File: src/rtl/perceptron_trainer.sv
// Training sequencer for a pipelined perceptron. It presents stored labelled samples one at a time,
// checks the perceptron's y output LATENCY cycles later, and repeats epochs until one has no errors.
module perceptron_trainer #(
  parameter int N          = 8,
  parameter int DEPTH      = 16,
  parameter int AW         = 4,
  parameter int LATENCY    = 3,
  parameter int MAX_EPOCHS = 255
) (
  input  logic          clk,
  input  logic          rst,
  input  logic          load_en,
  input  logic [AW-1:0] load_addr,
  input  logic [N-1:1]  load_x,
  input  logic [31:0]   load_y,
  input  logic [AW:0]   num_samples,
  input  logic [31:0]   lr_in,
  input  logic          start,
  output logic [N-1:1]  x,
  output logic          train,
  output logic [31:0]   learning_rate,
  output logic [31:0]   expected_y,
  input  logic [31:0]   y,
  output logic          busy,
  output logic          done,
  output logic          converged,
  output logic [7:0]    epoch_count,
  output logic [AW:0]   error_count
);

  typedef enum logic [2:0] {IDLE, ISSUE, WAIT, CHECK, SETTLE, EPOCH_END, DONE} state_t;

  state_t        state, state_next;
  logic [N-1:1]  mem_x [DEPTH];
  logic [31:0]   mem_y [DEPTH];
  logic [AW:0]   idx, idx_next, count, err_cnt, ns_clamped;
  logic [31:0]   lr_lat;
  logic [7:0]    wait_cnt, epoch_inc;
  logic          idle_like, accept;

  assign idle_like  = (state == IDLE) || (state == DONE);
  assign accept     = start && idle_like;
  assign busy       = !idle_like;
  // Combinational on state so that an asynchronous reset drops the pulse at once.
  assign train      = (state == ISSUE);
  assign ns_clamped = (num_samples > (AW+1)'(DEPTH)) ? (AW+1)'(DEPTH) : num_samples;
  assign epoch_inc  = (epoch_count == 8'hFF) ? epoch_count : epoch_count + 8'd1;

  always_ff @(posedge clk) begin
    if (load_en && idle_like) begin
      mem_x[load_addr] <= load_x;
      mem_y[load_addr] <= load_y;
    end
  end

  always_ff @(posedge clk or negedge rst) begin
    if (!rst) state <= IDLE;
    else      state <= state_next;
  end

  always_comb begin
    state_next = state;
    idx_next   = idx;
    case (state)
      IDLE, DONE: begin
        if (accept) begin
          idx_next   = '0;
          state_next = (ns_clamped == '0) ? DONE : ISSUE;
        end
      end
      ISSUE:  state_next = (LATENCY > 1) ? WAIT : CHECK;
      WAIT:   if (wait_cnt == '0) state_next = CHECK;
      CHECK:  state_next = SETTLE;
      SETTLE: begin
        idx_next   = idx + 1'b1;
        state_next = (idx_next == count) ? EPOCH_END : ISSUE;
      end
      EPOCH_END: begin
        if (err_cnt == '0 || epoch_inc == 8'(MAX_EPOCHS)) begin
          state_next = DONE;
        end else begin
          idx_next   = '0;
          state_next = ISSUE;
        end
      end
      default: state_next = IDLE;
    endcase
  end

  always_ff @(posedge clk or negedge rst) begin
    if (!rst) begin
      x             <= '0;
      learning_rate <= '0;
      expected_y    <= '0;
      done          <= 1'b0;
      converged     <= 1'b0;
      epoch_count   <= '0;
      error_count   <= '0;
      idx           <= '0;
      count         <= '0;
      err_cnt       <= '0;
      lr_lat        <= '0;
      wait_cnt      <= '0;
    end else begin
      idx <= idx_next;
      if (accept) begin
        lr_lat      <= lr_in;
        count       <= ns_clamped;
        done        <= (ns_clamped == '0);
        converged   <= (ns_clamped == '0);
        epoch_count <= '0;
        err_cnt     <= '0;
      end
      // Sample registers load on entry to ISSUE so they are valid during the train cycle.
      if (state_next == ISSUE) begin
        x             <= mem_x[idx_next[AW-1:0]];
        expected_y    <= mem_y[idx_next[AW-1:0]];
        learning_rate <= accept ? lr_in : lr_lat;
      end
      if (state == ISSUE) wait_cnt <= (LATENCY > 1) ? 8'(LATENCY - 2) : '0;
      if (state == WAIT)  wait_cnt <= wait_cnt - 8'd1;
      if (state == CHECK && y != expected_y && err_cnt != (AW+1)'(DEPTH))
        err_cnt <= err_cnt + 1'b1;
      if (state == EPOCH_END) begin
        error_count <= err_cnt;
        epoch_count <= epoch_inc;
        if (err_cnt == '0) begin
          converged <= 1'b1;
          done      <= 1'b1;
        end else if (epoch_inc == 8'(MAX_EPOCHS)) begin
          converged <= 1'b0;
          done      <= 1'b1;
        end else begin
          err_cnt <= '0;
        end
      end
    end
  end

endmodule

File: config.mk
export PLATFORM = sky130hd
export DESIGN_NAME = perceptron_trainer
export DESIGN_NICKNAME = d
export VERILOG_FILES = /design/src/rtl/perceptron_trainer.sv
export SDC_FILE = /design/constraint.sdc
export NUM_CORES = 1
export LEC_CHECK = 0
export CAP_MARGIN = 20
export CORE_MARGIN = 3
export CORE_UTILIZATION = 59
export CTS_CLUSTER_SIZE = 30
export DETAILED_ROUTE_END_ITERATION = 10
export GPL_ROUTABILITY_DRIVEN = 0
export PLACE_DENSITY = 0.79
export REMOVE_ABC_BUFFERS = 1
export SLEW_MARGIN = 20
export SYNTH_ARGS = -nofsm -noshare
export SYNTH_HDL_FRONTEND = slang
export SYNTH_SLANG_ARGS = --single-unit
File: constraint.sdc
create_clock -name clk -period 6.4 [get_ports clk]
set_clock_uncertainty 0.1 [all_clocks]
set_input_delay 1.92 -clock clk [delete_from_list [all_inputs] [get_ports clk]]
set_output_delay 1.92 -clock clk [all_outputs]
set_load 0.02 [all_outputs]
## Yosys cells after proc, flatten, opt, wreduce, memory -nomap -nowiden

Memory sizes are Yosys's and may differ from the RTL's. A register that Yosys moved wholly into a read port is not among the register bits.
Cells that the tools add are included.

| cells by class | value |
|---|---|
| $add $sub $neg | 4 |
| magnitude comparators | 1 |
| equal/unequal tests | 14 |
| muxes and demuxes | 31 |
| reduce and logical (&&, ||, !) cells | 18 |

Operators with widths:

| operator | count |
|---|---|
| 5-bit 2-to-1 mux | 8 |
| 8-bit 2-to-1 mux | 5 |
| 32-bit 2-to-1 mux | 1 |
| 32-bit inequality test | 1 |
| 3-bit case mux with 6 select lines | 1 |
| 8-bit equality test (second input constant) | 2 |
| 3-bit 2-to-1 mux | 5 |
| 5-bit case mux with 3 select lines | 1 |
| 5-bit by 1-bit adder with 5-bit output (second input constant) | 2 |
| 5-bit zero test | 2 |
| 1-bit 2-to-1 mux | 10 |
| 3-bit equality test (second input constant) | 3 |
| 8-bit by 1-bit adder with 8-bit output (second input constant) | 1 |
| 8-bit zero test | 1 |
| 8-bit by 1-bit subtractor with 8-bit output (second input constant) | 1 |
| 3-bit by 1-bit equality test with 1-bit output (second input constant) | 2 |
| 3-bit by 2-bit equality test with 1-bit output (second input constant) | 2 |
| 5-bit equality test | 1 |
| 5-bit > comparator (second input constant) | 1 |
| 5-bit inequality test (second input constant) | 1 |
| 1-bit logical AND | 4 |
| 2-bit inequality test (second input constant) | 2 |
| 2-bit nonzero test | 2 |
| 1-bit zero test | 3 |
| 5 further kinds | 6 |

| word-level totals | value |
|---|---|
| register bits after elaboration | 105 |
| bits in writable memories | 624 |
| input port bits | 116 |
| output and inout port bits | 88 |
| word-level logic and storage cells | 82 |
| memories kept | 2 |

Memory list:

| name | depth | width | read ports | clocked after memory_dff | wr ports | line | RTL |
|---|---|---|---|---|---|---|---|
| mem_y | 16 | 32 | 1 | 1 | 1 | 35 | `logic [31:0] mem_y [DEPTH];` |
| mem_x | 16 | 7 | 1 | 1 | 1 | 34 | `logic [N-1:1] mem_x [DEPTH];` |

## Longest topological paths before layout

Gate-level depths: netlist of run 1.

| logic depth | value |
|---|---|
| word-level depth | 8 |
| gate-level depth with buffers | 14 |
| mapped depth without buffers | 11 |

## Worst setup path before layout of run 1

No wires, ideal clock.

| path | value |
|---|---|
| kind | input to register |
| start point | input load_en |
| end point | memory mem_x[0][0] (netlist name), enable pin |
| setup time | 0.484 ns |
| data arrival time | 5.031 ns |
| required time | 5.816 ns |
| path slack | 0.785 ns |
| cell stages on the path | 3 |
| buffers on the path | 0 |
| path through | nand2_1 or3_1 nor3_1 |

| between the ends | value |
|---|---|
| cells in the longest elaborated chain, start to end | 3 |

Ends and longest elaborated chain:

| what | line | RTL |
|---|---|---|
| from (decl) | 12 | `input logic load_en,` |
| 1-bit logical AND | 50 | `if (load_en && idle_like) begin` |
| 1-bit 2-to-1 mux | 50 |  |
| 1-bit 2-to-1 mux (not written as such) | 51 | `mem_x[load_addr] <= load_x;` |
| to (decl) | 34 |  |

No other way between the ends.

## Worst setup path in the final report of run 1

| path | value |
|---|---|
| start point | input start |
| end point | register x[7] (netlist name), read port of mem_x |

| between the ends | value |
|---|---|
| cells in the longest elaborated chain, start to end | 4 |
| elaborated cells between the ends (all ways) | 6 |
| classes of those cells | 1 x eq/ne; 4 x mux; 1 x reduce/logical |

Ends and longest elaborated chain:

| what | line | RTL |
|---|---|---|
| from (decl) | 18 | `input logic start,` |
| 1-bit logical AND (*) | 42 | `assign accept = start && idle_like;` |
| 3-bit 2-to-1 mux | 66 | `if (accept) begin` |
| 3-bit case mux with 6 select lines | 64 | `case (state)` |
| 3-bit by 1-bit equality test with 1-bit output | 115 | `if (state_next == ISSUE) begin` |
| to (decl) | 19 | `output logic [N-1:1] x,` |

Mark *: on every way between the ends. The rest lies on a longest branch, timed or not. The select of a mux whose other input is x is not followed.
A chain may end at the register's enable or synchronous reset.

==> results of run 1 <==
[cells by family (layout without fill, tap and decap cells)]
group,after synthesis,count (layout),share of synthesized area
XOR/XNOR,44,44,0.0117
flip-flops,768,768,0.680
AND/OR/NAND/NOR,730,730,0.0968
other,0,4,0
AO/OA/AOI/OAI,606,606,0.131
adder cells (fa/ha/maj),7,7,0.00259
buffers and inverters,217,414,0.0274
multiplexers,113,113,0.0506
[sequential cells by signal, summed over array words and instances (netlist names)]
| register | cells |
|---|---|
| converged | 1 |
| count | 5 |
| done | 1 |
| epoch_count | 8 |
| err_cnt | 5 |
| error_count | 5 |
| expected_y | 32 |
| idx | 5 |
| learning_rate | 32 |
| lr_lat | 32 |
| mem_x | 112 |
| mem_y | 512 |
| state | 3 |
| wait_cnt | 8 |
| x | 7 |
[synthesized netlist by cell type (7+ instances only)]
master,instances,area [um^2]
a211oi_1,78,586
a21oi_1,128,641
a311oi_1,40,350
a31oi_1,41,257
and2_1,9,56.3
buf_1,16,60.1
buf_2,45,225
buf_4,8,60.1
clkbuf_1,136,510
dfrtp_1,144,3600
edfxtp_1,624,18700
inv_1,7,26.3
mux2_1,19,214
mux2_2,14,158
mux2i_1,41,410
mux4_2,39,878
nand2_1,379,1420
nand3_1,45,225
nand3b_1,7,52.6
nand4_1,7,43.8
nor2_1,154,578
nor3_1,52,260
nor4_1,47,294
o2111a_1,40,450
o211ai_1,198,1490
o21ai_0,17,85.1
o21ai_1,38,190
xor2_1,40,350
[power by group]
| part | switching [mW] | total (mW) | internal [mW] |
|---|---|---|---|
| clock | 1.89 | 4.66 | 2.77 |
| combinational | 3.04 | 4.79 | 1.74 |
| sequential | 0.369 | 6.28 | 5.91 |
[layer usage]
metal / global-route usage / share of wire / vias up
li1: - / - / 9837
met1: 0.407 / 0.37 / 11200
met2: 0.475 / 0.47 / 1609
met3: 0.0719 / 0.12 / 251
met4: 0.138 / 0.036 / 2
met5: 0 / 0.00013 / -
[worst paths after layout]
path                               endpoint
max in group asynchronous  learning_rate[7]
hold reg to reg                  lr_lat[10]
setup reg to reg             expected_y[27]
setup / recovery                       x[7]
min in group asynchronous    error_count[1]
hold / removal                   lr_lat[10]
[critical path, delay by kind of cell]
family                   cells  cell delay, ps
adder cells (fa/ha/maj)      1             420
AND/OR/NAND/NOR              1              60
buffers and inverters        3            1460
AO/OA/AOI/OAI                5            1360
[per-stage QoR]
stage	hold slack [ps]	cell area, um^2	total power [mW]	TNS (ps)	std cells
finish	367	38300	15.7	0	3425
global route	385	38300	16.3	0	3423
CTS	368	38300	15.7	0	3421
detailed placement	354	35600	11.1	0	3277
global placement	347	35600	10.9	0	3276
floorplan	336	32000	9.20	-170460	2280
[final cells by class]
class	count	area (um^2)
Tap cell	739	925
Antenna cell	4	10.0
Inverter	12	51.3
Timing Repair Buffer	258	2540
Sequential cell	768	22300
Multi-Input combinational cell	1500	9780
Clock inverter	45	474
Clock buffer	99	2170
Fill cell	3556	16200
==> flow_summary.yaml, run 1 <==
die:
  die-area_um2: 58500
  num_rows: 85
  die_h_um: 242
  initial_utilization: 0.603
  fp.coreArea_um2: 54500
  fp.dieW_um: 242
  ios: 204
clock_tree:
  cts_tree: "yes"
  cts-root-buf: "clkbuf_16"
  clock_latency_ps: 630
  post-cts-setup-buffers: 0
  clock_sinks: 768
  cts.path.max_buffers: 3
  holdBufCountCts: 0
  cts_resized: 0
  cts_made_buffers: 77
  path_clk_slew_ps: 60
  h-tree-depth: 3
logic_synthesis:
  ys_seq_elements: 768
  yosys_warnings: 0
  netlist_area_um2: 32800
  synth_edf_count: 624
  syn_area_per_cell_um2: 13.2
  synthDistinctLibCells: 63
  syn_inst: 2485
  async_flop_share: 0.188
  ys_seq_area_frac: 0.680
  synth_top_flop_cell: "edfxtp_1"
sta:
  finalHoldViolCount: 0
  worst_pin_slew_ps: 1190
  slew_violations: 0
  timing.final.crit_share: 0.758
  setup_viol: 0
  finalCriticalPeriod_ps: 4850
  setup_slack_ps: 1550
  relSlewSlack: 0.209
  max_freq_mhz: 206
  rsz0062_at_grt: "false"
drt:
  drt_wl_total_um: 89800
  drc: 0
  via_per_inst: 6.70
  drt.antenna.violating_nets: 0
  num_vias: 22900
  wl_per_cell_um: 26.2
  dr.pass1.iters: 7
  drtIter0Drc: 2667
layout:
  layout_common_cells: "edfxtp_1 (624), nand2_1 (376), clkdlybuf4s50_1 (202)"
  utilization: 0.703
  drive_gt1_frac: 0.101
  syn_to_final_growth_pct: 16.6
  final_nets: 2739
  final_common_cell: "edfxtp_1"
power_and_ir_drop:
  power-per-cell-area_nw_per_um2: 411
  cellLeakagePower_nw: 13.2
  max-vdd-ir-drop_mv: 0.358
critical_path:
  r2r-start: "epoch_count[0]"
  critical_path_arrival_ps: 5270
  critPathKind: "primary input to flip-flop"
  worstSetupStartpointType: "primary input"
  cp.required_ps: 6820
  r2r_cells: 12
  endpoint_kind: "flip-flop"
  slowest_stage: "buf_4"
  cp_common_cell: "a211oi_1"
  setup.worst_path.start: "start"
  worstPathCellList: "clkdlybuf4s50_1 > inv_1 > maj3_1 > o22ai_4 > buf_4 > o2111a_1 > nor4_1 > a311oi_1 > a211oi_1 > a211oi_1"
  worstPathMaxFanout: 78
  worst_path_largest_cell_delay_ps: 760
  rrSetupSlack_ps: 1780
run_status:
  run_status: "complete, no violations"
grt:
  grt_max_degree: 101
  grt_pass1_vias: 23300
  grt_first_pass_wirelength_um: 137000
  track_usage: 0.303
  antenna_found_initial: 4
  overflow: 0
min_path:
  min_from: "lr_lat[10]"
  hold_depth: 2
  hp-class: "flip-flop to flip-flop"
run:
  cap_violations: 0
place:
  dp_hpwl_um: 47600
  portBuffers: 203
  pre_cts_ws_ps: 1070
(Power assumes the default switching activity.)
==> inputs of run 2 (changes only) <==
CORE_UTILIZATION = 54   (was 59)
PLACE_DENSITY = 0.76   (was 0.79)
clock period = 4.15 ns   (was 6.4 ns; I/O delays follow)
==> run 2 against run 1 <==
Effect of this change:
- sequential share of layout area shrank 0.84 points
- routed wire length grew 1.3%
- clock power grew 48%
- setup slack lost 1200 ps
- critical path type is now flip-flop to output pin
- highest routed layer unchanged
==> flow_summary.yaml, run 2 (synthesis results as in run 1) <==
sta:
  slew_violations: 0
  finalHoldWorstSlack_ps: 366
  rsz0062_at_grt: "false"
  max_freq_mhz: 260
  setup_viol: 0
  finalHoldViolCount: 0
  setup_tns_ps: 0
  relSlewSlack: 0.314
  worst_pin_slew_ps: 1030
  finalCriticalPeriod_ps: 3850
  timing.final.crit_share: 0.927
layout:
  syn_to_final_growth_pct: 18.3
  final_nets: 2786
  largest_reg_flops: 512
  finalInstanceArea_um2: 38900
  multi_input_area_um2: 9780
  largest-register: "mem_y"
  fillers: 4160
  final_common_cell: "edfxtp_1"
  drive_gt1_frac: 0.112
  reg_top3: "mem_y x512, mem_x x112"
  layout_common_cells: "edfxtp_1 (624), nand2_1 (376), clkdlybuf4s50_1 (202)"
  seq_area_um2: 22300
critical_path:
  worst_path_largest_cell_delay_ps: 650
  crit_family: "buffers and inverters"
  cp.required_ps: 2800
  critical_path_arrival_ps: 2500
  worstPathCellList: "xor2_1 > nor2_1 > inv_1 > clkdlybuf4s50_1"
  worstSetupStartpointType: "flip-flop"
  worst-path-buf-inv: 2
  endpoint_kind: "output pin"
  slowest_stage: "dfrtp_1"
  critPathKind: "flip-flop to output pin"
  worstPathMaxFanout: 16
drt:
  drc: 0
  dr.pass1.iters: 5
  drt_wl_total_um: 91000
  wl_per_cell_um: 26.0
  drtIter0Drc: 2907
  drt.antenna.violating_nets: 0
  via_per_inst: 6.62
  num_vias: 23200
grt:
  grt_first_pass_wirelength_um: 138000
  antenna_found_initial: 3
  grt_max_degree: 157
  grt_pass1_vias: 22900
  track_usage: 0.284
  overflow: 0
place:
  dpl_cell_area_um2: 36300
  portBuffers: 203
  dp_hpwl_um: 50200
clock_tree:
  cts_made_buffers: 80
  path_clk_slew_ps: 60
  cts.path.max_buffers: 3
  h-tree-depth: 3
  holdBufCountCts: 0
  cts-root-buf: "clkbuf_16"
  cts_tree: "yes"
  clock_sinks: 768
  cts_resized: 0
  post-cts-setup-buffers: 0
  clock_latency_ps: 630
power_and_ir_drop:
  max-vdd-ir-drop_mv: 0.463
  power-per-cell-area_nw_per_um2: 628
  pwr-share-clk: 0.282
  p_seq_frac: 0.396
  switchingPower_mw: 8.26
  cellLeakagePower_nw: 13.4
  swShare: 0.339
  p_int_mw: 16.1
  combPwrFrac: 0.321
run:
  cap_violations: 0
die:
  initial_utilization: 0.551
  fp.dieW_um: 253
  fp.coreArea_um2: 59600
  die_h_um: 253
  die-area_um2: 63800
  ios: 204
  num_rows: 89
min_path:
  hp-class: "flip-flop to flip-flop"
run_status:
  run_status: "complete, no violations"
run 2: per-layer routing:
| layer | vias up | wire [um] | share of wire | GRT usage |
|---|---|---|---|---|
| met4 | 2 | 3800 | 0.042 | 0.127 |
| met5 | - | 18 | 0.00020 | 0 |
| li1 | 9915 | - | - | - |
| met3 | 280 | 11600 | 0.13 | 0.0650 |
| met2 | 1667 | 41500 | 0.46 | 0.440 |
| met1 | 11300 | 34100 | 0.37 | 0.389 |
run 2: layout make-up:
cell class              count  share of cell area
inverters                  12             0.00132
repair buffers            302              0.0824
multi-input cells        1500               0.252
clock inverters            32             0.00715
clock buffers             113              0.0574
flip-flops and latches    768               0.575
well taps                 773              0.0249
diodes                      2            0.000129
run 2: worst paths after layout:
kind | from | endpoint | slack [ps] | cells past startpoint
min | lr_lat[2] | lr_lat[2] | 370 | 2
max in group asynchronous | rst | learning_rate[15] | 2620 | 2
min reg2reg | lr_lat[2] | lr_lat[2] | 370 | 2
max reg2reg | state[0] | expected_y[18] | 520 | 10
min in group asynchronous | rst | expected_y[30] | 520 | 1
max | state[1] | busy | 300 | 4
run 2: worst register-to-register path: stages (launching register included):
cell	delay, ps
dfrtp_1	640
and3b_1	630
o2111ai_4	270
buf_12	290
o211ai_1	320
nand2_4	130
inv_2	120
buf_12	320
a311oi_1	120
a211oi_1	440
a211oi_1	100
run 2: power groups by stage:
| stage | clock [mW] | combinational, mW | sequential, mW |
|---|---|---|---|
| 2_1_floorplan | 0 | 4.10 | 10.1 |
| 3_5_place_dp | 0 | 7.74 | 9.81 |
| 5_1_grt | 7.29 | 8.38 | 9.75 |
| 6_report | 6.89 | 7.84 | 9.67 |
| 4_1_cts | 6.96 | 7.79 | 9.67 |
| 3_3_place_gp | 0 | 7.54 | 9.78 |
run 2: stage by stage:
step	power (mW)	std cells	util	setup slack, ps
3_5_place_dp	17.6	3355	0.610	-51.4
5_1_grt	25.4	3501	0.652	232
3_3_place_gp	17.3	3355	0.610	-36.6
2_1_floorplan	14.2	2280	-	-5990
4_1_cts	24.4	3500	0.652	340
6_report	24.4	3502	0.652	304
